## src/rtl/fft_stage_sequencer.sv

```systemverilog
// fft_stage_sequencer: paces the FFT column pipeline with a periodic load strobe,
// tracks slot occupancy, and stalls the whole pipeline under output backpressure.
module fft_stage_sequencer #(
  parameter int NUM_STAGES   = 5,
  parameter int STAGE_CYCLES = 4,
  parameter int CNT_W        = 16
) (
  input  logic                  clk,
  input  logic                  reset,
  input  logic                  in_valid,
  output logic                  in_ready,
  output logic                  out_valid,
  input  logic                  out_ready,
  input  logic                  flush,
  output logic                  stage_adv,
  output logic [NUM_STAGES:0]   slot_valid,
  output logic                  busy,
  output logic [CNT_W-1:0]      frames_in,
  output logic [CNT_W-1:0]      frames_out
);
  localparam int CW = STAGE_CYCLES > 1 ? $clog2(STAGE_CYCLES) : 1;
  localparam logic [CW-1:0] LAST = CW'(STAGE_CYCLES - 1);
  logic [CW-1:0]       cnt;
  logic                taken;
  logic                stall;
  logic [NUM_STAGES:0] next_sv;
  assign out_valid = reset & slot_valid[NUM_STAGES] & ~taken;
  assign stall     = out_valid & ~out_ready;
  assign stage_adv = reset & ~flush & (cnt == LAST) & ~stall;
  assign in_ready  = stage_adv;
  assign busy      = |slot_valid;
  assign next_sv   = {slot_valid[NUM_STAGES-1:0], in_valid};
  // An empty pipeline parks at the terminal count so a new frame is taken with no wait.
  always_ff @(posedge clk) begin
    if (!reset) begin
      slot_valid <= '0;
      taken      <= 1'b0;
      cnt        <= LAST;
      frames_in  <= '0;
      frames_out <= '0;
    end else if (flush) begin
      slot_valid <= '0;
      taken      <= 1'b0;
      cnt        <= LAST;
    end else begin
      if (stage_adv) begin
        slot_valid <= next_sv;
        taken      <= 1'b0;
        cnt        <= next_sv == '0 ? LAST : '0;
      end else begin
        taken <= taken | (out_valid & out_ready);
        cnt   <= cnt < LAST ? cnt + CW'(1) : cnt;
      end
      frames_in  <= frames_in + CNT_W'(in_valid & stage_adv);
      frames_out <= frames_out + CNT_W'(out_valid & out_ready);
    end
  end
endmodule

```

## config.mk

```make
export PLATFORM = sky130hd
export DESIGN_NAME = fft_stage_sequencer
export DESIGN_NICKNAME = d
export VERILOG_FILES = /design/src/rtl/fft_stage_sequencer.sv
export SDC_FILE = /design/constraint.sdc
export NUM_CORES = 1
export LEC_CHECK = 0
export CORE_MARGIN = 5
export CORE_UTILIZATION = 40
export CTS_CLUSTER_DIAMETER = 60
export DETAILED_ROUTE_END_ITERATION = 7
export PLACE_DENSITY_LB_ADDON = 0.1
export SLEW_MARGIN = 20
export SYNTH_ARGS = -nofsm -noshare
export SYNTH_HDL_FRONTEND = slang
export SYNTH_SLANG_ARGS = --single-unit
export TNS_END_PERCENT = 30
```

## constraint.sdc

```tcl
create_clock -name clk -period 2.5 [get_ports clk]
set_input_delay 0.5 -clock clk [delete_from_list [all_inputs] [get_ports clk]]
set_output_delay 0.5 -clock clk [all_outputs]
set_load 0.02 [all_outputs]
```

==> flow_summary.yaml, run 1 <==
status:
  status: "completed"
hold_path:
  min_from: "frames_out[15]"
  hp-class: "reg2reg"
routing:
  first_pass_iters: 4
  drt-total-wl_um: 4370
  wire_per_inst_um: 12.8
  vias: 1663
  remaining_drc_errors: 0
  drt_iter0_markers: 36
  ant_nets: 0
  vias_per_cell: 4.86
worst_setup_path:
  crit_path_end_kind: "flop"
  r2r-start: "cnt[0]"
  critPathMostFrequentCell: "ha_1"
  crit_family: "simple AND/OR/NAND/NOR gates"
  worst_ep_required_time_ns: 2.70
  crit_type: "in2reg"
  worst_setup_path_start_kind: "primary input"
  path_max_fanout: 4
  crit_arrival_ns: 2.46
  max_stage_delay_ns: 0.47
  critPathSlowestCell: "clkdlybuf4s50_1"
  cp_cell_sequence: "clkdlybuf4s50_1 -> nor2b_1 -> and3_4 -> ha_1 -> ha_1 -> nand3b_1 -> nor4_2 -> xor2_1 -> and2_1"
  crit_start: "flush"
  path_buf_inv: 1
cts:
  htreeDepth: 2
  numCtsBuffers: 5
  cts_root_buffer: "clkbuf_8"
  postCtsSetupRepairBufs: 0
  clk_pin_slew_ns: 0.08
  cts.sinks: 41
  postCtsHoldBufs: 0
  clockBufferDepth: 2
  cts_tree: "yes"
  clk_latency_ns: 0.30
timing:
  slew-limit-headroom: 0.782
  tns_ns: 0
  hold_viol: 0
  period_minus_slack_ns: 2.25
  grt_setup_unrepaired: "false"
  finalSetupViolCount: 0
  fin_skew_ns: 0.0111
  worst_slew_pin_slew_ns: 0.325
  drv_slew: 0
  max_freq_ghz: 0.444
  post-route-period-util: 0.901
  setup_ws_ns: 0.247
grt:
  antenna_found_initial: 0
  grt_first_pass_wirelength_um: 7620
  grt_max_degree: 35
  grt.overflow.total: 0
  grt_pass1_vias: 1621
  globalRouteTotalUtil: 0.148
placed_design:
  portBuffers: 46
  hpwl_um: 3100
  place_ws_ns: -0.185
  gp_congestion: 0.789
floorplan:
  die_w_um: 80.6
  rows: 25
  start_util: 0.417
  die_area_um2: 6500
  fp.dieH_um: 80.6
  core_um2: 4790
  io_pins: 47
logic_synthesis:
  ys_seq_area_frac: 0.412
  synthDistinctLibCells: 39
  synthArstFlopShare: 0
  synth_cells: 214
  ys.flop_type: "dfxtp_1"
  synth-seq-cells: 41
  avgSynthCellArea_um2: 9.32
  synth_nets: 225
  netlist_area_um2: 1990
  yosys_warnings: 0
  synth_edf_count: 0
cells_and_area:
  num-fill-cells: 442
  multi_input_area_um2: 1130
  fin_util: 0.572
  layout-drive-gt1-share: 0.116
  nNetsFinal: 285
  area_growth_pct: 37.1
  diodes: 0
  seq_area_um2: 821
power:
  power_mw: 1.31
  p_leak_nw: 1.08
  powerDensity_nw_per_um2: 478
  vdd_ir_drop_max_mv: 0.427
flow_run:
  cap_violations: 0
-- logic make-up after synthesis --
family	after synthesis	share of synthesized area
AND/OR/NAND/NOR	104	0.323
AO/OA/AOI/OAI	23	0.0753
multiplexers	5	0.0251
flip-flops	41	0.412
XOR/XNOR	23	0.101
adder cells (fa/ha/maj)	6	0.0376
buffers and inverters	12	0.0263
-- power breakdown --
group	internal [mW]	total [mW]	leakage (nW)	switching (mW)
clock network	0.325	0.563	0.0574	0.238
logic	0.0407	0.0847	0.697	0.0440
registers	0.656	0.660	0.331	0.00376
total	1.02	1.31	1.08	0.286
-- final timing paths --
| check | slack, ns | cells after the start | endpoint |
|---|---|---|---|
| setup / recovery | 0.25 | 9 | frames_in[12] |
| hold reg to reg | 0.49 | 2 | frames_out[15] |
| setup reg to reg | 0.31 | 9 | frames_in[12] |
| hold / removal | 0.49 | 2 | frames_out[15] |
-- cell type report --
type | instances | area share
Clock buffer | 6 | 0.0302
Clock inverter | 2 | 0.0137
Inverter | 5 | 0.00686
Multi-Input combinational cell | 161 | 0.412
Sequential cell | 41 | 0.300
Tap cell | 67 | 0.0306
Timing Repair Buffer | 60 | 0.207
-- per-stage QoR --
step           area (µm²)  std cells  hold WS, ns
5_1_grt              2740        342        0.506
2_1_floorplan        1990        214        0.463
6_report             2740        342        0.486
3_5_place_dp         2610        334        0.481
3_3_place_gp         2610        334        0.457
4_1_cts              2730        342        0.495
-- worst min-delay path, cell delays in order (launching register included) --
cell	delay, ns
dfxtp_1	0.33
nand2_1	0.06
mux2i_1	0.06
-- cells in the final DEF, fill, tap and decap left out, types with 5 or more instances in the layout --
cell type	count
nor3_1	7
clkdlybuf4s50_1	43
dfxtp_1	41
o21ai_0	5
nor2b_1	9
clkbuf_8	6
ha_1	6
mux2i_1	5
nand4_1	6
nor4_2	5
inv_1	5
nand2_1	21
and2_1	21
xnor2_1	14
xor2_1	9
buf_4	14
nand3_1	10
a21oi_1	7
-- what timing repair did --
| item | 4_1_cts | 5_1_grt |
|---|---|---|
| endpoints found under the setup margin | 2 | 5 |
| cloned | 0 | 0 |
| pin swaps | 0 | 4 |
| endpoints found under the hold margin | 0 | 0 |
| resized for setup | 2 | 2 |
-- cell usage after synthesis, types with 6 or more instances --
master | number | area [µm²]
nand4_1 | 6 | 37.5
ha_1 | 6 | 75.1
xor2_1 | 9 | 78.8
nand2_1 | 21 | 78.8
dfxtp_1 | 41 | 821
a21oi_1 | 7 | 35.0
nand3_1 | 10 | 50.1
nor2b_1 | 9 | 56.3
xnor2_1 | 14 | 123
nor3_1 | 7 | 35.0
and2_1 | 21 | 131
-- per-layer routing --
metal | wire length (µm) | GRT usage | vias to the layer above
met4 | 71 | 0.0574 | 0
met5 | 0 | 0 | -
li1 | - | - | 861
met3 | 244 | 0.0426 | 7
met1 | 2180 | 0.198 | 754
met2 | 1880 | 0.224 | 41
-- state kept, by name, indices dropped and copies added, names as in the netlist --
name,flops
frames_in,16
cnt,2
frames_out,16
slot_valid,6
taken,1
No activity file was read; power rests on OpenSTA's default activity.
==> inputs of run 2 (changes only) <==
CORE_UTILIZATION = 35   (was 40)
==> flow_summary.yaml, run 2 (synthesis results as in run 1) <==
status:
  status: "completed"
worst_setup_path:
  crit_type: "in2out"
  max_stage_delay_ns: 0.59
  critPathSlowestCell: "clkdlybuf4s50_1"
  critPathMostFrequentCell: "clkdlybuf4s50_1"
  path_buf_inv: 4
  path_max_fanout: 4
  cp_cell_sequence: "clkdlybuf4s50_1 -> nand3b_1 -> inv_1 -> buf_4 -> clkdlybuf4s50_1"
  worst_setup_path_start_kind: "primary input"
  crit_path_end_kind: "output port"
  crit_family: "buffers and inverters"
  worst_ep_required_time_ns: 2.00
  crit_arrival_ns: 1.91
floorplan:
  io_pins: 47
  die_area_um2: 7310
  rows: 27
  die_w_um: 85.5
  start_util: 0.362
  fp.dieH_um: 85.5
  core_um2: 5510
cts:
  clk_pin_slew_ns: 0.07
  cts_root_buffer: "clkbuf_8"
  clockBufferDepth: 2
  htreeDepth: 2
  numCtsBuffers: 5
  cts.sinks: 41
  cts_tree: "yes"
  clk_latency_ns: 0.29
cells_and_area:
  seq_area_um2: 821
  num-fill-cells: 557
  final_cell_mix: "44 x clkdlybuf4s50_1, 41 x dfxtp_1, 21 x and2_1, 21 x nand2_1, 14 x xnor2_1"
  fin_util: 0.488
  diodes: 0
  multi_input_area_um2: 1120
  final_cells: 346
  top_regs: "frames_in: 16 flops, frames_out: 16 flops, slot_valid: 6 flops"
  nNetsFinal: 284
  layout-drive-gt1-share: 0.106
  final_common_cell: "clkdlybuf4s50_1"
  area_growth_pct: 34.8
timing:
  grt_setup_unrepaired: "true"
  tns_ns: 0
  max_freq_ghz: 0.414
  slew-limit-headroom: 0.792
  period_minus_slack_ns: 2.41
  fin_skew_ns: 0.00341
  drv_slew: 0
  hold_viol: 0
  post-route-period-util: 0.966
  worst_slew_pin_slew_ns: 0.309
  finalSetupViolCount: 0
grt:
  grt_pass1_vias: 1622
  grt_first_pass_wirelength_um: 7600
  grt_max_degree: 35
  grt.overflow.total: 0
  globalRouteTotalUtil: 0.127
  antenna_found_initial: 0
hold_path:
  hp-class: "reg2reg"
routing:
  first_pass_iters: 4
  drt_iter0_markers: 42
  remaining_drc_errors: 0
  vias_per_cell: 4.84
  wire_per_inst_um: 12.6
  ant_nets: 0
  vias: 1673
  drt-total-wl_um: 4360
placed_design:
  portBuffers: 46
  gp_congestion: 0.731
  dp.cells: 338
  hpwl_um: 3170
power:
  power_mw: 1.16
  p_leak_nw: 1.06
  powerDensity_nw_per_um2: 433
  vdd_ir_drop_max_mv: 0.177
flow_run:
  cap_violations: 0
-- run 2: cell count changes in the layout (fill, tap and decap cells not counted) --
cell	previous run	this run
and3_4	1	0
clkinvlp_4	1	0
clkbuf_1	0	1
clkbuf_8	6	5
clkinv_2	0	2
buf_4	14	13
dlymetal6s2s_1	1	0
bufinv_16	1	0
and3_1	0	1
clkdlybuf4s50_1	43	44
-- run 2: per-stage QoR --
stage	worst slack (ns)	area, µm²	hold WS [ns]
3_5_place_dp	-0.170	2610	0.474
4_1_cts	0.0686	2690	0.483
3_3_place_gp	-0.126	2610	0.459
2_1_floorplan	0.159	1990	0.463
5_1_grt	-0.00462	2690	0.525
6_report	0.0853	2690	0.476
-- run 2: final timing paths --
kind,from,endpoint,slack (ns),cells after the start
worst max-delay path,reset,out_valid,0.09,5
worst min-delay path,frames_out[15],frames_out[15],0.48,2
worst max register to register,cnt[0],frames_in[12],0.34,9
worst min register to register,frames_out[15],frames_out[15],0.48,2
-- run 2: where the power goes --
group | switching (mW) | internal (mW) | leakage [nW] | total [mW]
Combinational | 0.0436 | 0.0394 | 0.684 | 0.0830
Clock | 0.227 | 0.194 | 0.0450 | 0.421
Sequential | 0.00376 | 0.656 | 0.331 | 0.660
Total | 0.274 | 0.889 | 1.06 | 1.16
-- run 2: repair_timing --
action                     CTS  global route
setup buffers                0             0
hold buffers                 0             0
resized for setup            2             0
setup endpoints to repair    2             2
pin swaps                    0             1
-- run 2: worst register-to-register path, delay by kind of cell (launching register included) --
| kind | cells | cell delay, ns |
|---|---|---|
| AOI/OAI and AO/OA | 1 | 0.18 |
| xor gates and xnor gates | 1 | 0.09 |
| adders and majority gates | 3 | 0.60 |
| DFF | 1 | 0.35 |
| and+or+nand+nor | 4 | 0.86 |
-- run 2: routing by layer --
layer	global-route usage	vias to the layer above	wire (µm)
met1	0.174	775	2210
met2	0.193	33	1900
met4	0.0475	0	59
met5	0	-	0
met3	0.0282	5	190
li1	-	860	-
-- run 2: final cells by class --
type | count | share of cell area
Sequential cell | 41 | 0.305
Clock buffer | 6 | 0.0270
Inverter | 5 | 0.00698
Timing Repair Buffer | 59 | 0.207
Clock inverter | 2 | 0.00372
Tap cell | 72 | 0.0335
Multi-Input combinational cell | 161 | 0.417
==> inputs of run 3 (changes only) <==
CTS_BUF_LIST = sky130_fd_sc_hd__clkbuf_16   (was not set)
==> flow_summary.yaml, run 3 (synthesis results as in run 1) <==
status:
  status: "completed"
grt:
  antenna_found_initial: 0
  grt_pass1_vias: 1638
  globalRouteTotalUtil: 0.128
  grt_first_pass_wirelength_um: 7670
  grt.overflow.total: 0
  grt_max_degree: 35
worst_setup_path:
  crit_arrival_ns: 2.42
  worst_setup_path_start_kind: "primary input"
  critPathSlowestCell: "clkdlybuf4s50_1"
  critPathMostFrequentCell: "ha_1"
  path_max_fanout: 4
  crit_path_end_kind: "flop"
  crit_family: "simple AND/OR/NAND/NOR gates"
  crit_type: "in2reg"
  cp_cell_sequence: "clkdlybuf4s50_1 -> nor2b_1 -> and3_1 -> ha_1 -> ha_1 -> nand3b_1 -> nor4_2 -> xor2_1 -> and2_1"
  max_stage_delay_ns: 0.48
  worst_ep_required_time_ns: 2.67
  path_buf_inv: 1
timing:
  slew-limit-headroom: 0.776
  period_minus_slack_ns: 2.25
  drv_slew: 0
  setup_ws_ns: 0.249
  post-route-period-util: 0.901
  hold_viol: 0
  fin_skew_ns: 0.00344
  grt_setup_unrepaired: "false"
  worst_slew_pin_slew_ns: 0.335
  finalSetupViolCount: 0
  max_freq_ghz: 0.444
cells_and_area:
  layout-drive-gt1-share: 0.109
  area_growth_pct: 38.1
  top_regs: "frames_in: 16 flops, frames_out: 16 flops, slot_valid: 6 flops"
  nNetsFinal: 284
  final_cell_mix: "43 x clkdlybuf4s50_1, 41 x dfxtp_1, 21 x and2_1, 21 x nand2_1, 14 x xnor2_1"
  final_common_cell: "clkdlybuf4s50_1"
  fin_util: 0.500
  diodes: 0
  num-fill-cells: 549
hold_path:
  hp-class: "reg2reg"
routing:
  drt-total-wl_um: 4390
  drt_iter0_markers: 57
  wire_per_inst_um: 12.7
  vias_per_cell: 4.85
  remaining_drc_errors: 0
  vias: 1679
  ant_nets: 0
  first_pass_iters: 4
power:
  vdd_ir_drop_max_mv: 0.260
  power.share.clock: 0.449
  comb_power_share: 0.061
  powerDensity_nw_per_um2: 491
  p_leak_nw: 1.10
  power_mw: 1.35
  netSwitchingPower_uw: 292
  netSwitchingFraction: 0.216
  p_int_mw: 1.06
  pwr-share-seq: 0.489
floorplan:
  fp.dieH_um: 85.5
  rows: 27
  io_pins: 47
  die_area_um2: 7310
  die_w_um: 85.5
  start_util: 0.362
  core_um2: 5510
placed_design:
  portBuffers: 46
  gp_congestion: 0.731
  hpwl_um: 3170
  place_ws_ns: -0.170
cts:
  htreeDepth: 2
  clk_latency_ns: 0.28
  clockBufferDepth: 2
  postCtsSetupRepairBufs: 0
  numCtsBuffers: 5
  postCtsHoldBufs: 0
  cts_root_buffer: "clkbuf_16"
  clk_pin_slew_ns: 0.06
  cts_tree: "yes"
  cts.sinks: 41
flow_run:
  cap_violations: 0
[run 3: cell types whose count changed in the layout (fill, tap and decap cells not counted), sizes merged]
cell and delta:
clkdlybuf4s50 -1, dlymetal6s2s +1, clkbuf -1, inv +1
[run 3: path summary, 6_finish.rpt]
| kind | from | end | cells past startpoint | slack [ns] |
|---|---|---|---|---|
| setup reg to reg | cnt[0] | frames_in[12] | 9 | 0.34 |
| hold / removal | frames_out[15] | frames_out[15] | 2 | 0.47 |
| hold reg to reg | frames_out[15] | frames_out[15] | 2 | 0.47 |
| setup / recovery | flush | frames_in[12] | 9 | 0.25 |
[run 3: worst register-to-register path: stages, from the launching register on]
cell	delay, ns
dfxtp_1	0.34
ha_1	0.28
o21a_1	0.18
and3_1	0.20
ha_1	0.15
ha_1	0.17
nand3b_1	0.18
nor4_2	0.32
xor2_1	0.09
and2_1	0.16
[run 3: what timing repair did]
| action | CTS | global route |
|---|---|---|
| pin swaps | 0 | 1 |
| setup endpoints to repair | 2 | 5 |
| gates resized for setup | 2 | 2 |
| hold endpoints to repair | 0 | 0 |
[run 3: stage by stage]
step / std cells / instance area [µm²] / hold WS, ns / setup TNS [ns]
finish: 346 / 2750 / 0.473 / 0
CTS: 346 / 2750 / 0.479 / 0
global route: 346 / 2750 / 0.522 / 0
floorplan: 214 / 1990 / 0.463 / 0
detailed placement: 338 / 2610 / 0.474 / -1.48
global placement: 338 / 2610 / 0.459 / -1.38
[run 3: routing by layer]
metal | global-route usage | vias to the layer above | routed length (µm)
met4 | 0.0345 | 0 | 53
li1 | - | 856 | -
met3 | 0.0398 | 5 | 203
met5 | 0 | - | 0
met2 | 0.196 | 35 | 1980
met1 | 0.173 | 783 | 2150
[run 3: layout make-up]
class                           instances  area, µm²  share of cell area
Clock buffer                            5        125              0.0454
Sequential cell                        41        821               0.298
Inverter                                5       18.8             0.00682
Clock inverter                          3       13.8             0.00500
Multi-Input combinational cell        161       1130               0.409
Tap cell                               72       90.1              0.0327
Timing Repair Buffer                   59        558               0.203
[run 3: power by group through the flow]
stage / Sequential (mW) / Combinational [mW] / Clock, mW
final: 0.661 / 0.0828 / 0.607
after global routing: 0.662 / 0.0922 / 0.649
after CTS: 0.661 / 0.0848 / 0.630
after detailed placement: 0.676 / 0.0863 / 0
after global placement: 0.675 / 0.0864 / 0
after floorplan: 0.677 / 0.0487 / 0
